$ cat config.mk
export PLATFORM = sky130hd
export DESIGN_NAME = qar_icache
export DESIGN_NICKNAME = d
export VERILOG_FILES = /design/src/rtl/qar_icache.sv
export SDC_FILE = /design/constraint.sdc
export NUM_CORES = 1
export LEC_CHECK = 0
export ABC_AREA = 1
export BUFFER_PORTS_ARGS = -buffer_cell sky130_fd_sc_hd__buf_4
export CORE_AREA = 5 5 362 364
export CTS_CLUSTER_DIAMETER = 120
export DETAILED_ROUTE_END_ITERATION = 8
export DIE_AREA = 0 0 367 369
export PLACE_DENSITY = 0.62
export SLEW_MARGIN = 40
export SYNTH_ARGS = -nofsm -noshare
export SYNTH_HDL_FRONTEND = slang
export SYNTH_SLANG_ARGS = --single-unit
export TNS_END_PERCENT = 30
$ cat constraint.sdc
create_clock -name clk -period 5.8 [get_ports clk]
set_input_delay 0.29 -clock clk [delete_from_list [all_inputs] [get_ports clk]]
set_output_delay 0.29 -clock clk [all_outputs]
set_load 0.03 [all_outputs]
$ cat src/rtl/qar_icache.sv
// qar_icache: set-associative instruction cache with round-robin replacement,
// uncached bypass path and 32-bit hit/miss performance counters.
module qar_icache #(
  parameter int WAYS       = 2,
  parameter int SETS       = 4,
  parameter int LINE_WORDS = 4
) (
  input  logic        clk,
  input  logic        rst,
  input  logic        cache_en,
  input  logic        flush,
  input  logic        cpu_valid,
  input  logic [31:0] cpu_addr,
  output logic        cpu_ready,
  output logic [31:0] cpu_rdata,
  output logic        imem_valid,
  output logic [31:0] imem_addr,
  input  logic        imem_ready,
  input  logic [31:0] imem_rdata,
  output logic [31:0] hit_count,
  output logic [31:0] miss_count
);
  localparam int OFF_W = $clog2(LINE_WORDS);
  localparam int IDX_W = $clog2(SETS);
  localparam int TAG_W = 30 - OFF_W - IDX_W;
  localparam int WAY_W = (WAYS > 1) ? $clog2(WAYS) : 1;
  localparam int DEPTH = WAYS * SETS * LINE_WORDS;
  localparam int DA_W  = $clog2(DEPTH);

  typedef enum logic [1:0] {IDLE, REFILL, BYPASS} state_t;
  state_t state_reg, state_next;

  logic [31:0]      req_addr_reg;
  logic [OFF_W-1:0] beat_reg;
  logic [WAY_W-1:0] victim_reg, victim_next;
  logic             flush_pend_reg;
  logic             replay_reg;
  logic [31:0]      replay_word_reg;
  logic [SETS-1:0]  valid_reg [WAYS];
  logic [WAY_W-1:0] rr_reg [SETS];
  logic [TAG_W-1:0] tag_mem [WAYS][SETS];
  logic [31:0]      data_mem [DEPTH];
  logic [31:0]      hit_count_reg, miss_count_reg;

  logic [OFF_W-1:0] cpu_off, req_off;
  logic [IDX_W-1:0] cpu_idx, req_idx;
  logic [TAG_W-1:0] cpu_tag, req_tag;
  assign cpu_off = cpu_addr[OFF_W+1:2];
  assign cpu_idx = cpu_addr[OFF_W+IDX_W+1:OFF_W+2];
  assign cpu_tag = cpu_addr[31:OFF_W+IDX_W+2];
  assign req_off = req_addr_reg[OFF_W+1:2];
  assign req_idx = req_addr_reg[OFF_W+IDX_W+1:OFF_W+2];
  assign req_tag = req_addr_reg[31:OFF_W+IDX_W+2];

  logic unused_addr_bits;
  assign unused_addr_bits = ^{cpu_addr[1:0], req_addr_reg[1:0]};

  logic [WAYS-1:0] way_hit;
  genvar gi;
  generate
    for (gi = 0; gi < WAYS; gi++) begin : g_way
      assign way_hit[gi] = valid_reg[gi][cpu_idx] && (tag_mem[gi][cpu_idx] == cpu_tag);
    end
  endgenerate

  // Descending scan so the lowest-index hit / invalid way wins.
  logic [WAY_W-1:0] hit_way;
  always_comb begin
    hit_way     = '0;
    victim_next = rr_reg[cpu_idx];
    for (int w = WAYS - 1; w >= 0; w--) begin
      if (way_hit[w]) hit_way = WAY_W'(w);
      if (!valid_reg[w][cpu_idx]) victim_next = WAY_W'(w);
    end
  end

  logic [DA_W-1:0] rd_ptr, wr_ptr;
  assign rd_ptr = DA_W'((int'(hit_way) * SETS + int'(cpu_idx)) * LINE_WORDS + int'(cpu_off));
  assign wr_ptr = DA_W'((int'(victim_reg) * SETS + int'(req_idx)) * LINE_WORDS + int'(beat_reg));

  logic last_beat, refill_done;
  assign last_beat   = (beat_reg == OFF_W'(LINE_WORDS - 1));
  assign refill_done = (state_reg == REFILL) && imem_ready && last_beat;

  logic hit_inc, miss_inc;
  always_comb begin
    state_next = state_reg;
    cpu_ready  = 1'b0;
    cpu_rdata  = '0;
    hit_inc    = 1'b0;
    miss_inc   = 1'b0;
    case (state_reg)
      IDLE: begin
        // The replay after a refill returns the word captured during the burst,
        // so it completes even when a flush kept the line invalid.
        if (replay_reg) begin
          if (cpu_valid) begin
            cpu_ready = 1'b1;
            cpu_rdata = replay_word_reg;
          end
        end else if (cpu_valid) begin
          if (cache_en) begin
            if (|way_hit) begin
              cpu_ready = 1'b1;
              cpu_rdata = data_mem[rd_ptr];
              hit_inc   = 1'b1;
            end else begin
              miss_inc   = 1'b1;
              state_next = REFILL;
            end
          end else begin
            state_next = BYPASS;
          end
        end
      end
      REFILL: if (refill_done) state_next = IDLE;
      BYPASS: begin
        if (imem_ready) begin
          cpu_ready  = 1'b1;
          cpu_rdata  = imem_rdata;
          state_next = IDLE;
        end
      end
      default: state_next = IDLE;
    endcase
  end

  always_comb begin
    imem_valid = 1'b0;
    imem_addr  = '0;
    case (state_reg)
      REFILL: begin
        imem_valid = 1'b1;
        imem_addr  = {req_tag, req_idx, beat_reg, 2'b00};
      end
      BYPASS: begin
        imem_valid = 1'b1;
        imem_addr  = {req_addr_reg[31:2], 2'b00};
      end
      default: ;
    endcase
  end

  always_ff @(posedge clk or posedge rst) begin
    if (rst) begin
      state_reg       <= IDLE;
      req_addr_reg    <= '0;
      beat_reg        <= '0;
      victim_reg      <= '0;
      flush_pend_reg  <= 1'b0;
      replay_reg      <= 1'b0;
      replay_word_reg <= '0;
      hit_count_reg   <= '0;
      miss_count_reg  <= '0;
      for (int w = 0; w < WAYS; w++) valid_reg[w] <= '0;
      for (int s = 0; s < SETS; s++) rr_reg[s] <= '0;
    end else begin
      state_reg  <= state_next;
      replay_reg <= refill_done;
      if (state_reg == IDLE && state_next != IDLE) begin
        req_addr_reg <= cpu_addr;
        beat_reg     <= '0;
        victim_reg   <= victim_next;
      end
      if (state_reg == REFILL && imem_ready) begin
        beat_reg <= beat_reg + 1'b1;
        if (beat_reg == req_off) replay_word_reg <= imem_rdata;
      end
      if (refill_done) begin
        rr_reg[req_idx] <= (rr_reg[req_idx] == WAY_W'(WAYS - 1)) ? '0 : rr_reg[req_idx] + 1'b1;
        flush_pend_reg  <= 1'b0;
        if (flush_pend_reg || flush) begin
          for (int w = 0; w < WAYS; w++) valid_reg[w] <= '0;
        end else begin
          valid_reg[victim_reg][req_idx] <= 1'b1;
        end
      end else if (flush) begin
        if (state_reg == REFILL) flush_pend_reg <= 1'b1;
        else for (int w = 0; w < WAYS; w++) valid_reg[w] <= '0;
      end
      if (hit_inc)  hit_count_reg  <= hit_count_reg + 32'd1;
      if (miss_inc) miss_count_reg <= miss_count_reg + 32'd1;
    end
  end

  // Line storage carries no reset; validity alone decides whether it is used.
  always_ff @(posedge clk) begin
    if (state_reg == REFILL && imem_ready) begin
      data_mem[wr_ptr] <= imem_rdata;
      if (last_beat) tag_mem[victim_reg][req_idx] <= req_tag;
    end
  end

  assign hit_count  = hit_count_reg;
  assign miss_count = miss_count_reg;
endmodule

# [Word-level counts from Yosys, hierarchy flattened]
# Memories as Yosys holds them, arrays and structs flattened.
# Index checks and enable logic that the tools add are counted.
# W data, S select, Z words.
[op_classes] addsub=8 multipliers=0 div=0 magnitude_cmp=8 eq_ne=7 shift=0 n_mux=74 bitwise_logic=4 reduce_logical=19
[ops] operator="$mux W32" n=6
[ops] operator="$mux W26" n=5
[ops] operator="$pmux W32 S2" n=2
[ops] operator="$bmux W26 S2" n=2
[ops] operator="$mux W104" n=1
[ops] operator="$add A32 B1 Y32 const B" n=2
[ops] operator="$demux W26 S2" n=1
[ops] operator="$eq A26 B26 Y1" n=2
[ops] operator="$mux W1" n=34
[ops] operator="$mux W8" n=4
[ops] operator="$mux W2" n=8
[ops] operator="$add A5 B2 Y5" n=2
[ops] operator="$bmux W1 S2" n=4
[ops] operator="$logic_and A1 B1 Y1" n=8
[ops] operator="$or A8 B8 Y8" n=1
[ops] operator="$reduce_bool A2 Y1" n=4
[ops] operator="$add A3 B2 Y3" n=2
[ops] operator="$ge A3 B3 Y1 const B" n=2
[ops] operator="$lt A2 B3 Y1 const B" n=2
[ops] operator="$not A2 Y3" n=2
[ops] operator="$pmux W2 S3" n=1
[ops] operator="$reduce_and A2 Y1" n=3
[ops] operator="$bwmux W4" n=1
[ops] operator="$demux W1 S2" n=2
[ops] operator="17 further kinds" n=19
[totals] regBits=147 latchBits=0 ram_bits=1232 romBits=0 out_inout_bits=130 memories=2
[mem_list] memory="data_mem" depth=32 word_bits=32 rd=1 rd_ports_with_merged_regs=0 wr=1 line_no="42" source="logic [31:0] data_mem [DEPTH];"
[mem_list] memory="tag_mem" depth=2 word_bits=104 rd=2 rd_ports_with_merged_regs=0 wr=1 line_no="41" source="logic [TAG_W-1:0] tag_mem [WAYS][SETS];"

# [Longest topological paths before layout]
[logic_depth] ltp_word=16 depth_mapped=24 depth_no_buf=22

# [Least setup slack after synthesis]
# Ideal clock, no wire load.
[synth_timing] path_type="register to register" start="register state_reg[1]" end="memory data_mem[31][0] (enable)" setup_time_ps=461 t_arrival_ps=3502 slack_ps=1837 path_stages_with_launch=8 period_less_slack_ps=3963 path_cell_list="dfrtp_1 > inv_1 > ha_1 > nand2_1 > inv_1 > nand2_1 > clkbuf_1 > nor3_1"
[synth_via] elab_chain_cells=4
[synth_rtl] item="start: declaration" line_no="31" source="state_t state_reg, state_next;"
[synth_rtl] item="start signal: assignment" line_no="158" source="state_reg <= state_next;"
[synth_rtl] item="$eq A2 B1 Y1" line_no="188" source="if (state_reg == REFILL && imem_ready) begin"
[synth_rtl] item="$logic_and A1 B1 Y1" line_no="188"
[synth_rtl] item="$mux W1" line_no="188"
[synth_rtl] item="$mux W1 (implied by the code)" line_no="189" source="data_mem[wr_ptr] <= imem_rdata;"
[synth_rtl] item="end: declaration" line_no="42"
# No other way between the ends.

# [Worst setup path after layout]
[layout_timing] start="input cpu_addr[4]" end="output cpu_rdata[31]"
[layout_via] elab_chain_cells=16 word_cells_on_any_way=26 cone_classes="add/sub (2); eq/ne (2); mux (17); bitwise (1); reduce/logical (3); memory (1)"
[layout_rtl] item="start: declaration" line_no="13" source="input logic [31:0] cpu_addr,"
[layout_rtl] item="$not A2 Y3 (implied by the code)" line_no="62" source="assign way_hit[gi] = valid_reg[gi][cpu_idx] && (tag_mem[gi][cpu_idx] == cpu_tag);"
[layout_rtl] item="$bmux W26 S2" line_no="62"
[layout_rtl] item="$mux W26 (implied by the code) (2 in a row)" line_no="62"
[layout_rtl] item="$eq A26 B26 Y1" line_no="62"
[layout_rtl] item="$logic_and A1 B1 Y1" line_no="62"
[layout_rtl] item="$mux W1 (2 in a row)" line_no="72" source="if (way_hit[w]) hit_way = WAY_W'(w);"
[layout_rtl] item="$add A3 B2 Y3" line_no="78" source="assign rd_ptr = DA_W'((int'(hit_way) * SETS + int'(cpu_idx)) * LINE_WORDS + int'(cpu_off));"
[layout_rtl] item="$add A5 B2 Y5" line_no="78"
[layout_rtl] item="$mem_v2 Z32 W32"
[layout_rtl] item="$mux W32 *" line_no="103" source="if (|way_hit) begin"
[layout_rtl] item="$mux W32 *" line_no="102" source="if (cache_en) begin"
[layout_rtl] item="$mux W32 *" line_no="101" source="end else if (cpu_valid) begin"
[layout_rtl] item="$mux W32 *" line_no="96" source="if (replay_reg) begin"
[layout_rtl] item="$pmux W32 S2 *" line_no="92" source="case (state_reg)"
[layout_rtl] item="end: declaration" line_no="15" source="output logic [31:0] cpu_rdata,"
# Mark *: on every way between the ends. The rest lies on a longest branch, timed or not. The select of a mux whose other input is x is not followed.

==> out/metrics.cfg <==
[status]
status=complete, no violations

[pwr]
power_mw=23.5
power.leakage_nw=23.9
seq_power_share=0.500
clkPwrFrac=0.387
p_int_mw=17.4
switching_power_mw=6.09
cellPowerDensity_mw_per_mm2=353
combPwrFrac=0.112
vdd_ir_drop_max_mv=0.345
switching_share=0.259

[hold_path]
hold_path_class=in -> reg
min_from=cpu_valid

[grt]
gr-usage-all-layers=0.237
grt_max_degree=165
grt_pass1_vias=36715
antenna_found_initial=3
gr-total-overflow=0
grt_first_pass_wirelength_um=241000

[timing]
fin_crit_ps=4570
tightestPinTransition_ps=882
hold_violations=0
maxSlewViolCount=0
timing.final.ws_setup_ps=1230
holdWs_ps=107
fin_setup_tns_ps=0
rsz0062_at_grt=false
max_slew_margin=0.412
fin_crit_sh=0.788
fmax_mhz=219
fin_worst_skew_ps=33.2
setup_violations=0

[logic_synthesis]
synthMuxAreaShare=0.00395
post_synth_fa_ha_maj_area_fraction=0.00220
yosys.area_share.simple=0.130
synth_top_flop_cell=edfxtp_1
synth_top_family_by_area=simple AND/OR/NAND/NOR gates
synth_area_per_cell_um2=11.9
synth.distinct_cells=49
syn_inst=4767
ys_seq_area_frac=0.713
synth_compound_area_frac=0.108
yosysWarnings=0
async_flop_share=0.105
synth_area_mm2=0.0569
synth-edff-count=1232
synth_seq_cells=1377
synth-xor-area-share=0.00984

[detailed_routing]
postRouteAntennaNets=0
drt_first_pass_iters=6
routed_wl_um=164000
drt_iter0_drc=4697
wl_per_cell_um=24.1
drc_errors=0
routed_via_density=5.79
vias=39280

[cells_and_area]
nets=5084
drive_above_1_share=0.119
synthToLayoutAreaGrowth_pct=17.0
final_common_cell=edfxtp_1
regMostFlops=data_mem
mostFrequentLayoutCells=edfxtp_1, nand2_1, a21oi_1, nor2_1, o21ai_0
largest_register_ffs=1024
top_regs=data_mem x1024, tag_mem x208

[critical_path]
critPathLaunch=cpu_addr[4]
rr_startpoint=state_reg[1]
crit_type=in -> out
cp_max_fo=112
crit_required_ps=5510
crit_buf_inv=4
critical-path-top-delay-family=simple AND/OR/NAND/NOR gates
crit_top_cell=nand2_1
critPathLaunchType=input port
critical_path.slowest_cell=inv_8
rrSetupSlack_ps=2060
worstPathCellList=clkbuf_8 > inv_8 > nand2_1 > nand3_1 > nand2_1 > xor2_1 > nand2_1 > nor2_1 > nand2_1 > nor2_1 > nand2_2 > nand2_1 > inv_2 > nor2_8 > nand2_1 > o21ai_0 > nand2_1 > o21ai_0 > buf_4
max_stage_delay_ps=580
crit_path_end_kind=output pin
arrival_ps=4280

[die]
initial_utilization=0.448
pin_count=200
dieArea_mm2=0.135
num_rows=131
coreArea_mm2=0.127
die_y_um=369
die_w_um=367

[cts]
cts_buffers=144
cts.clk_slew.worst_paths_ps=60
clkLatencyLatePin_ps=770
clockRootBuffer=clkbuf_16
htreeDepth=4
cts_setup_buffers=0
clock_sinks=1377
cts_tree=done
cts_buffer_depth=3

[flow_run]
drv_cap=0

[placed_design]
place_congestion=0.911
dp.final_hpwl_um=94400
io_buffers=195
pre_cts_ws_ps=1300

==> path summary, 6_finish.rpt <==
kind | cells past startpoint | endpoint
max | 19 | cpu_rdata[31]
min | 8 | state_reg[0]
max reg2reg | 9 | data_mem[19][0]
min reg2reg | 1 | miss_count[31]
max in group asynchronous | 4 | replay_word_reg[28]
min in group asynchronous | 3 | miss_count[23]
==> per-layer routing <==
layer,share of wire,up-vias,global-route usage,routed length (µm)
met1,0.42,19494,0.331,68100
met4,0.027,0,0.0706,4400
met2,0.46,1787,0.375,76100
li1,-,17757,-,-
met3,0.093,242,0.0509,15200
met5,0,-,0,0
==> worst min-delay path: cells and delay by family <==
family | cells | cell delay [ps]
buffers and inverters | 2 | 180
AO/OA/AOI/OAI | 1 | 60
AND/OR/NAND/NOR | 5 | 300
==> area by class of cell <==
cell class,count,area (µm²)
fill,10696,60400
sequential,1377,40600
multi-input combinational,2933,14800
clock buffer,194,3960
timing repair buffer,378,3750
tap,1662,2080
clock inverter,69,693
inverter,170,683
antenna,2,5.00
==> Yosys cell counts, types with 3 or more instances <==
master / count / share of area
a311o_1: 6 / 0.0011
nand4_1: 34 / 0.0037
or3_1: 4 / 0.00044
a22o_1: 5 / 0.00077
a221o_1: 8 / 0.0014
o21ai_1: 34 / 0.0030
o21bai_1: 16 / 0.0021
clkbuf_1: 216 / 0.014
a32o_1: 44 / 0.0077
inv_2: 7 / 0.00046
buf_4: 12 / 0.0016
ha_1: 10 / 0.0022
o22ai_1: 71 / 0.0078
o211ai_1: 22 / 0.0029
mux2_2: 20 / 0.0040
nor4_1: 22 / 0.0024
nand3_1: 255 / 0.022
buf_2: 33 / 0.0029
edfxtp_1: 1232 / 0.65
a22oi_1: 35 / 0.0046
o221ai_1: 36 / 0.0055
o32ai_1: 5 / 0.00077
a21oi_1: 362 / 0.032
nor3_1: 29 / 0.0025
a221oi_1: 73 / 0.011
buf_6: 3 / 0.00059
o31ai_1: 25 / 0.0033
nand2_2: 3 / 0.00033
buf_1: 24 / 0.0016
nand2_1: 1138 / 0.075
nor2_1: 320 / 0.021
nor3_2: 4 / 0.00070
xnor2_1: 19 / 0.0029
xor2_1: 45 / 0.0069
dfrtp_1: 145 / 0.064
nor2_2: 3 / 0.00033
inv_1: 160 / 0.011
o21ai_0: 275 / 0.024
==> through the flow <==
step | utilization | std cells | area (µm²)
CTS | 0.524 | 6781 | 66500
global placement | 0.475 | 6417 | 60400
floorplan | - | 4768 | 57000
detailed placement | 0.482 | 6457 | 61300
global route | 0.524 | 6784 | 66600
finish | 0.524 | 6785 | 66600
==> power by group through the flow <==
stage | clock [mW] | sequential (mW) | combinational (mW)
CTS | 9.24 | 11.8 | 2.63
detailed placement | 0 | 12.0 | 2.58
global placement | 0 | 11.9 | 2.52
floorplan | 0 | 11.9 | 1.51
finish | 9.12 | 11.8 | 2.64
global route | 9.67 | 11.8 | 2.87
==> cells by family after synthesis <==
family,count (synthesis)
xor gates and xnor gates,64
DFF,1377
buffers and inverters,458
other,1
adders and majority gates,10
muxes,20
AOI/OAI and AO/OA,1018
and+or+nand+nor,1819
==> repair_timing <==
| item | in CTS | in global routing |
|---|---|---|
| hold endpoints to repair | 1155 | 0 |
| resized for setup | 0 | 0 |
| hold buffers | 61 | 0 |
No activity file was read; power rests on OpenSTA's default activity.
